`config.mk`:
```
export PLATFORM = sky130hd
export DESIGN_NAME = spw_rx_fifo_ctrl
export DESIGN_NICKNAME = d
export VERILOG_FILES = /design/src/rtl/spw_rx_fifo_ctrl.sv
export SDC_FILE = /design/constraint.sdc
export NUM_CORES = 1
export LEC_CHECK = 0
export CAP_MARGIN = 40
export CORE_ASPECT_RATIO = 0.9
export CORE_MARGIN = 10
export CORE_UTILIZATION = 50
export DETAILED_ROUTE_END_ITERATION = 16
export GPL_TIMING_DRIVEN = 1
export PLACE_DENSITY = 0.89
export SLEW_MARGIN = 10
export SYNTH_ARGS = -nofsm -noshare
export SYNTH_HDL_FRONTEND = slang
export SYNTH_SLANG_ARGS = --single-unit
export TNS_END_PERCENT = 10
```
`constraint.sdc`:
```
create_clock -name i_clock -period 3.42 [get_ports i_clock]
set_clock_uncertainty 0.15 [all_clocks]
set_input_delay 0.513 -clock i_clock [delete_from_list [all_inputs] [get_ports i_clock]]
set_output_delay 0.513 -clock i_clock [all_outputs]
set_load 0.01 [all_outputs]
```
`src/rtl/spw_rx_fifo_ctrl.sv`:
```
`default_nettype none
// ============================================================================
// Module   : spw_rx_fifo_ctrl
// Purpose  : Pointer, occupancy and flow-control-credit controller for the
//            SpaceWire receive FIFO. It drives the write and read addresses of
//            an external 2**AWIDTH x 9-bit storage array. It also tracks the
//            credit granted to the link partner and requests an FCT whenever
//            another FCT_CHARS N-chars of space can be granted.
// Ports    : i_clock      system clock, rising edge
//            i_reset      synchronous active-low reset
//            i_link_run   link FSM in Run; low clears credit
//            i_wr_en      receiver delivers one N-char
//            i_rd_en      consumer pops one N-char
//            i_fct_ack    transmitter sent one FCT (valid while o_fct_req=1)
//            o_wr_ptr     storage write address
//            o_rd_ptr     storage read address
//            o_empty      no valid entries
//            o_full       count == 2**AWIDTH-1
//            o_count      number of valid entries
//            o_credit_cnt N-chars the partner may still send
//            o_fct_req    request one FCT transmission
//            o_credit_err sticky credit / overflow error
// Revision : 1.0 - initial release
// ============================================================================
module spw_rx_fifo_ctrl #(
    parameter int AWIDTH     = 6,
    parameter int FCT_CHARS  = 8,
    parameter int MAX_CREDIT = 56
) (
    input  logic              i_clock,
    input  logic              i_reset,
    input  logic              i_link_run,
    input  logic              i_wr_en,
    input  logic              i_rd_en,
    input  logic              i_fct_ack,
    output logic [AWIDTH-1:0] o_wr_ptr,
    output logic [AWIDTH-1:0] o_rd_ptr,
    output logic              o_empty,
    output logic              o_full,
    output logic [AWIDTH:0]   o_count,
    output logic [6:0]        o_credit_cnt,
    output logic              o_fct_req,
    output logic              o_credit_err
);

    // The storage writes at wr_ptr on every clock, so one slot always stays
    // free: the FIFO is full at 2**AWIDTH-1 entries.
    localparam int               c_USABLE       = (2 ** AWIDTH) - 1;
    localparam logic [AWIDTH:0]  c_FULL_CNT     = (AWIDTH+1)'(c_USABLE);
    // Grant another FCT only if count+credit leaves FCT_CHARS free slots and
    // the credit would not exceed MAX_CREDIT.
    localparam logic [AWIDTH+1:0] c_USED_LIMIT  = (AWIDTH+2)'(c_USABLE - FCT_CHARS);
    localparam logic [6:0]       c_CREDIT_LIMIT = 7'(MAX_CREDIT - FCT_CHARS);
    localparam logic [6:0]       c_FCT_INC      = 7'(FCT_CHARS);

    logic [AWIDTH-1:0] r_wr_ptr;
    logic [AWIDTH-1:0] r_rd_ptr;
    logic [AWIDTH:0]   r_count;
    logic              r_empty;
    logic              r_full;
    logic [6:0]        r_credit;
    logic              r_fct_req;
    logic              r_credit_err;

    logic              w_wr_acc;
    logic              w_rd_acc;
    logic              w_ack_acc;
    logic              w_credit_dec;
    logic              w_err_set;
    logic              w_grant_ok;
    logic [AWIDTH:0]   w_count_nxt;
    logic [AWIDTH+1:0] w_used;
    logic [6:0]        w_credit_nxt;
    logic              w_fct_req_nxt;

    // A full FIFO drops the write; an empty FIFO ignores the read.
    assign w_wr_acc  = i_wr_en & ~r_full;
    assign w_rd_acc  = i_rd_en & ~r_empty;
    assign w_ack_acc = i_fct_ack & r_fct_req;

    // Credit never underflows: a write with zero credit is flagged instead.
    assign w_credit_dec = i_wr_en & (r_credit != 7'd0);
    assign w_err_set    = i_wr_en & (r_full | (r_credit == 7'd0));

    assign w_count_nxt = r_count + {{AWIDTH{1'b0}}, w_wr_acc}
                                 - {{AWIDTH{1'b0}}, w_rd_acc};

    // Space already spoken for: stored entries plus outstanding credit.
    assign w_used = {1'b0, r_count} + {{(AWIDTH+2-7){1'b0}}, r_credit};

    assign w_grant_ok = i_link_run
                      & (w_used <= c_USED_LIMIT)
                      & (r_credit <= c_CREDIT_LIMIT);

    always_comb begin
        w_credit_nxt = 7'd0;
        if (i_link_run) begin
            w_credit_nxt = r_credit
                         + (w_ack_acc ? c_FCT_INC : 7'd0)
                         - {6'd0, w_credit_dec};
        end
    end

    // An accepted ack always drops the request for at least one cycle.
    always_comb begin
        w_fct_req_nxt = w_grant_ok;
        if (w_ack_acc) begin
            w_fct_req_nxt = 1'b0;
        end else if (!i_link_run) begin
            w_fct_req_nxt = 1'b0;
        end
    end

    always_ff @(posedge i_clock) begin
        if (!i_reset) begin
            r_wr_ptr     <= '0;
            r_rd_ptr     <= '0;
            r_count      <= '0;
            r_empty      <= 1'b1;
            r_full       <= 1'b0;
            r_credit     <= 7'd0;
            r_fct_req    <= 1'b0;
            r_credit_err <= 1'b0;
        end else begin
            if (w_wr_acc) begin
                r_wr_ptr <= r_wr_ptr + 1'b1;
            end
            if (w_rd_acc) begin
                r_rd_ptr <= r_rd_ptr + 1'b1;
            end
            r_count   <= w_count_nxt;
            r_empty   <= (w_count_nxt == '0);
            r_full    <= (w_count_nxt == c_FULL_CNT);
            r_credit  <= w_credit_nxt;
            r_fct_req <= w_fct_req_nxt;
            if (w_err_set) begin
                r_credit_err <= 1'b1;
            end
        end
    end

    assign o_wr_ptr     = r_wr_ptr;
    assign o_rd_ptr     = r_rd_ptr;
    assign o_empty      = r_empty;
    assign o_full       = r_full;
    assign o_count      = r_count;
    assign o_credit_cnt = r_credit;
    assign o_fct_req    = r_fct_req;
    assign o_credit_err = r_credit_err;

endmodule
`default_nettype wire

```
* Yosys cells after proc, flatten, opt, wreduce, memory -nomap -nowiden
Cells that the tools add are included.
** Word-level totals
- Input bits :: 6
- Output and inout port bits :: 30
- Register bits :: 30
- Logic and storage cells :: 36
** Operators by class
- Magnitude comparators :: 2
- Eq/ne operators :: 1
- Bitwise operators :: 12
- Reductions and logical operators :: 5
- Muxes and demuxes :: 1
- Add/sub/neg operators :: 7
** Operators with widths (count)
- $logic_not 7->1 :: 2
- $sub 7x1->7 :: 2
- $add 6x1->6 const B :: 2
- $add 7x7->8 :: 1
- $le 8x6->1 const B :: 1
- $add 7x1->7 :: 1
- $add 7x4->7 :: 1
- $and 1x1->1 :: 7
- $eq 7x6->1 const B :: 1
- $le 7x6->1 const B :: 1
- $reduce_bool 7->1 :: 1
- $mux 4 :: 1
- $not 1->1 :: 4
- $reduce_or 3->1 :: 1
- $reduce_and 2->1 :: 1
- $or 1x1->1 :: 1

* Longest topological paths before layout
- Depth after elaboration :: 5
- Depth in mapped cells :: 14
- Mapped depth without buffers :: 14

* Worst setup path after synthesis
OpenSTA, ideal clock, no wires.
- Path kind :: in2reg
- Start point :: input i_wr_en
- End point :: register r_empty, in the netlist o_empty
- Setup slack :: 422 ps
- Library setup time :: 96 ps
- Buffers on the path :: 1
- Arrival time :: 2752 ps
- Data required time :: 3174 ps
- Stages :: 12
- Path through :: nor2b_1 > clkbuf_2 > inv_1 > ha_1 > inv_1 > ha_1 > fa_1 > a211oi_2 > nor2_1 > xor2_1 > or4_1 > o41ai_2
** On the way
- Cells in the longest elaborated chain, start to end :: 4
** RTL lines
- start, declared :: line 33 : input logic i_wr_en,
- $and 1x1->1 :: line 77 : assign w_wr_acc = i_wr_en & ~r_full;
- $add 7x1->7 :: line 85 : assign w_count_nxt = r_count + {{AWIDTH{1'b0}}, w_wr_acc}
- $sub 7x1->7 :: line 86 : - {{AWIDTH{1'b0}}, w_rd_acc};
- $logic_not 7->1 :: line 132 : r_empty <= (w_count_nxt == '0);
- end signal, assigned :: line 132
- end, declared :: line 59 : logic r_empty;
No other way between the ends.
A chain may end at the register's enable or synchronous reset.

* Worst setup path in the final report
Same ends and word-level chain as after synthesis.

==> results.json <==
{
  "status": "completed",
  "ioPinCount": 36,
  "arrival_ns": 3.25,
  "ys_ff_latch": 30,
  "firstDrtPassIters": 4,
  "start_kind": "input port",
  "reg2reg_depth": 13,
  "most-common-layout-cells": "clkdlybuf4s50_1, dfxtp_1, ha_1",
  "vias": 1566,
  "setup.worst_path.class": "input port to flop",
  "report.final.slew_viol_count": 0,
  "timing.rr.end": "o_credit_cnt[5]$_SDFF_PN0_",
  "ys_warn_count": 0,
  "route.antenna.remaining_nets": 0,
  "dpl.cell_count": 291,
  "slew_headroom_pct": 64.4,
  "drtIter0Drc": 72,
  "crit_path_end_kind": "flop",
  "core_area_sq_um": 3650,
  "syn_to_final_growth_pct": 27.9,
  "power_density_nw_per_um2": 801,
  "cts_root_buffer": "clkbuf_8",
  "worstPathCellList": "clkdlybuf4s50_1 -> nor2b_1 -> inv_1 -> ha_1 -> inv_1 -> ha_1 -> fa_1 -> a211oi_2 -> nor2_1 -> xor2_1 -> or4_1 -> o41ai_2",
  "path_buf_inv": 3,
  "cts_resized": 0,
  "fp.dieArea_sq_um": 6590,
  "wl_per_cell_um": 14.3,
  "grt_pass1_vias": 1606,
  "p_leak_uw": 0.00100,
  "cp.required_ns": 3.47,
  "numCtsBuffers": 5,
  "critPathLaunch": "i_wr_en",
  "hold_viol_final": 0,
  "top_layer": "met4",
  "dr_wl_met2_um": 2090,
  "htree_levels": 2,
  "syn_avg_cell_area_sq_um": 9.03,
  "finalSetupViolCount": 0,
  "wl_met1_um": 1840,
  "utilization_pct": 65.5,
  "row_count": 21,
  "clockBufferDepth": 2,
  "period_needed_ns": 3.20,
  "overflow": 0,
  "start_util_pct": 51.2,
  "cp-endpoint": "o_empty$_SDFF_PN1_",
  "ir_drop_mv": 0.531,
  "grt_max_degree": 25,
  "hold_path_class": "flop to flop",
  "cp_slowest_stage_delay_ns": 0.48,
  "postCtsSetupBuffers": 0,
  "die-height_um": 78.0,
  "drive_gt1_share_pct": 7.14,
  "max_clock_freq_mhz": 312,
  "ctsHoldBuffers": 0,
  "drt_wl_total_um": 4260,
  "ys_types": 38,
  "crit_path_top_delay_cell": "clkdlybuf4s50_1",
  "gp_congestion": 0.836,
  "yosysSeqAreaShare_pct": 32.1,
  "rsz0062_at_grt": "no",
  "reg2reg_slack_ns": 0.53,
  "cp.depth": 12,
  "cts_tree": "built",
  "cts.clk_slew.worst_paths_ns": 0.07,
  "final_common_cell": "clkdlybuf4s50_1",
  "antenna_found_initial": 0,
  "drt-vias-per-instance": 5.26,
  "clock_latency_ns": 0.29,
  "grt_pass1_wl_um": 7350,
  "r2r-start": "o_credit_cnt[1]$_SDFF_PN0_",
  "max_cap_violations": 0,
  "final_cells": 298,
  "port_buffers": 35,
  "met3_length_um": 260,
  "synthesis.nets": 242,
  "cts_sinks": 30,
  "worstPathMaxFanout": 2,
  "syn_inst": 207,
  "hpwl_um": 3310,
  "final_nets": 287,
  "worst_pin_slew_ns": 0.529,
  "die_w_um": 84.5,
  "fin_crit_sh_pct": 93.7,
  "antennaDiodeCount": 0,
  "drc": 0,
  "path_delay_family": "adder cells",
  "syn_area_sq_um": 1870,
  "grt_use_total_pct": 13.4
}
==> cell families after synthesis <==
family,after synthesis,synth area share (%)
adder cells (fa/ha/maj),29,20.6
buffers and inverters,28,5.76
AND/OR/NAND/NOR,65,18.5
flip-flops,30,32.1
XOR/XNOR,20,9.37
multiplexers,3,1.61
AO/OA/AOI/OAI,32,12.0
==> where the power goes <==
group | switching (uW) | total [uW] | internal (uW)
clock network | 131 | 267 | 136
logic | 583 | 1150 | 563
registers | 80.3 | 503 | 423
==> metrics by stage <==
step	setup TNS, ns	area (sq um)	setup slack [ns]	power [uW]	hold slack, ns
after floorplan	0	1870	0.422	1280	0.358
final	0	2390	0.216	1920	0.330
after global placement	0	2310	0.0125	1600	0.300
after global routing	0	2390	0.0953	2080	0.362
after CTS	0	2390	0.208	1920	0.345
after detailed placement	-0.0788	2310	-0.0788	1640	0.331
==> metal layers <==
layer / vias up / track usage (%)
met5: - / 0
met4: 0 / 5.92
met3: 6 / 5.01
met2: 37 / 21.5
met1: 742 / 15.5
li1: 781 / -
==> final cells by class <==
class	count	area, sq um
clock buffers	5	68.8
flip-flops and latches	30	601
inverters	24	90.1
repair buffers	42	403
clock inverters	2	10.0
well taps	46	57.6
fillers	284	1260
multi-input cells	149	1160
==> worst min-delay path by stage <==
| stage | from | to | slack [ns] | cells after the start |
|---|---|---|---|---|
| after floorplan | o_rd_ptr[5]$_SDFFE_PN0P_ | o_rd_ptr[5]$_SDFFE_PN0P_ | 0.36 | 2 |
| after global placement | o_credit_err$_SDFFE_PN0P_ | o_credit_err$_SDFFE_PN0P_ | 0.30 | 1 |
| after detailed placement | o_credit_err$_SDFFE_PN0P_ | o_credit_err$_SDFFE_PN0P_ | 0.33 | 1 |
| after CTS | o_credit_err$_SDFFE_PN0P_ | o_credit_err$_SDFFE_PN0P_ | 0.35 | 1 |
| after global routing | o_credit_err$_SDFFE_PN0P_ | o_credit_err$_SDFFE_PN0P_ | 0.36 | 1 |
| final | o_credit_err$_SDFFE_PN0P_ | o_credit_err$_SDFFE_PN0P_ | 0.33 | 1 |
==> cell usage after synthesis <==
cell | n | area [sq um]
nor3_1 | 3 | 15.0
buf_2 | 1 | 5.00
a21o_1 | 2 | 15.0
nand2b_1 | 1 | 6.26
a211oi_2 | 2 | 25.0
mux2i_1 | 3 | 30.0
clkbuf_1 | 2 | 7.51
o21ai_0 | 6 | 30.0
nand4b_1 | 1 | 8.76
o311ai_0 | 1 | 8.76
o211ai_1 | 2 | 15.0
or3_1 | 2 | 12.5
or4_1 | 1 | 7.51
dfxtp_1 | 30 | 601
nor2b_1 | 5 | 31.3
a31oi_1 | 2 | 12.5
o41ai_2 | 1 | 16.3
nand3_1 | 3 | 15.0
and2_2 | 1 | 7.51
a21boi_0 | 3 | 22.5
o21bai_1 | 3 | 22.5
nand4_1 | 4 | 25.0
xor2_1 | 7 | 61.3
a21oi_1 | 8 | 40.0
o41ai_1 | 1 | 8.76
and3_1 | 1 | 6.26
inv_1 | 24 | 90.1
nand3b_1 | 1 | 7.51
o21a_1 | 1 | 7.51
nor2_1 | 13 | 48.8
and2_1 | 15 | 93.8
xnor2_1 | 13 | 114
nor3b_1 | 1 | 7.51
clkbuf_2 | 1 | 5.00
ha_1 | 26 | 325
fa_1 | 3 | 60.1
nand2_1 | 11 | 41.3
nor4_1 | 2 | 12.5
==> state kept, by name (all words and copies together), names as in the netlist <==
register      flops
o_wr_ptr          6
o_empty           1
o_full            1
o_fct_req         1
o_rd_ptr          6
o_credit_err      1
o_count           7
o_credit_cnt      7
No activity file was read; power rests on OpenSTA's default activity.
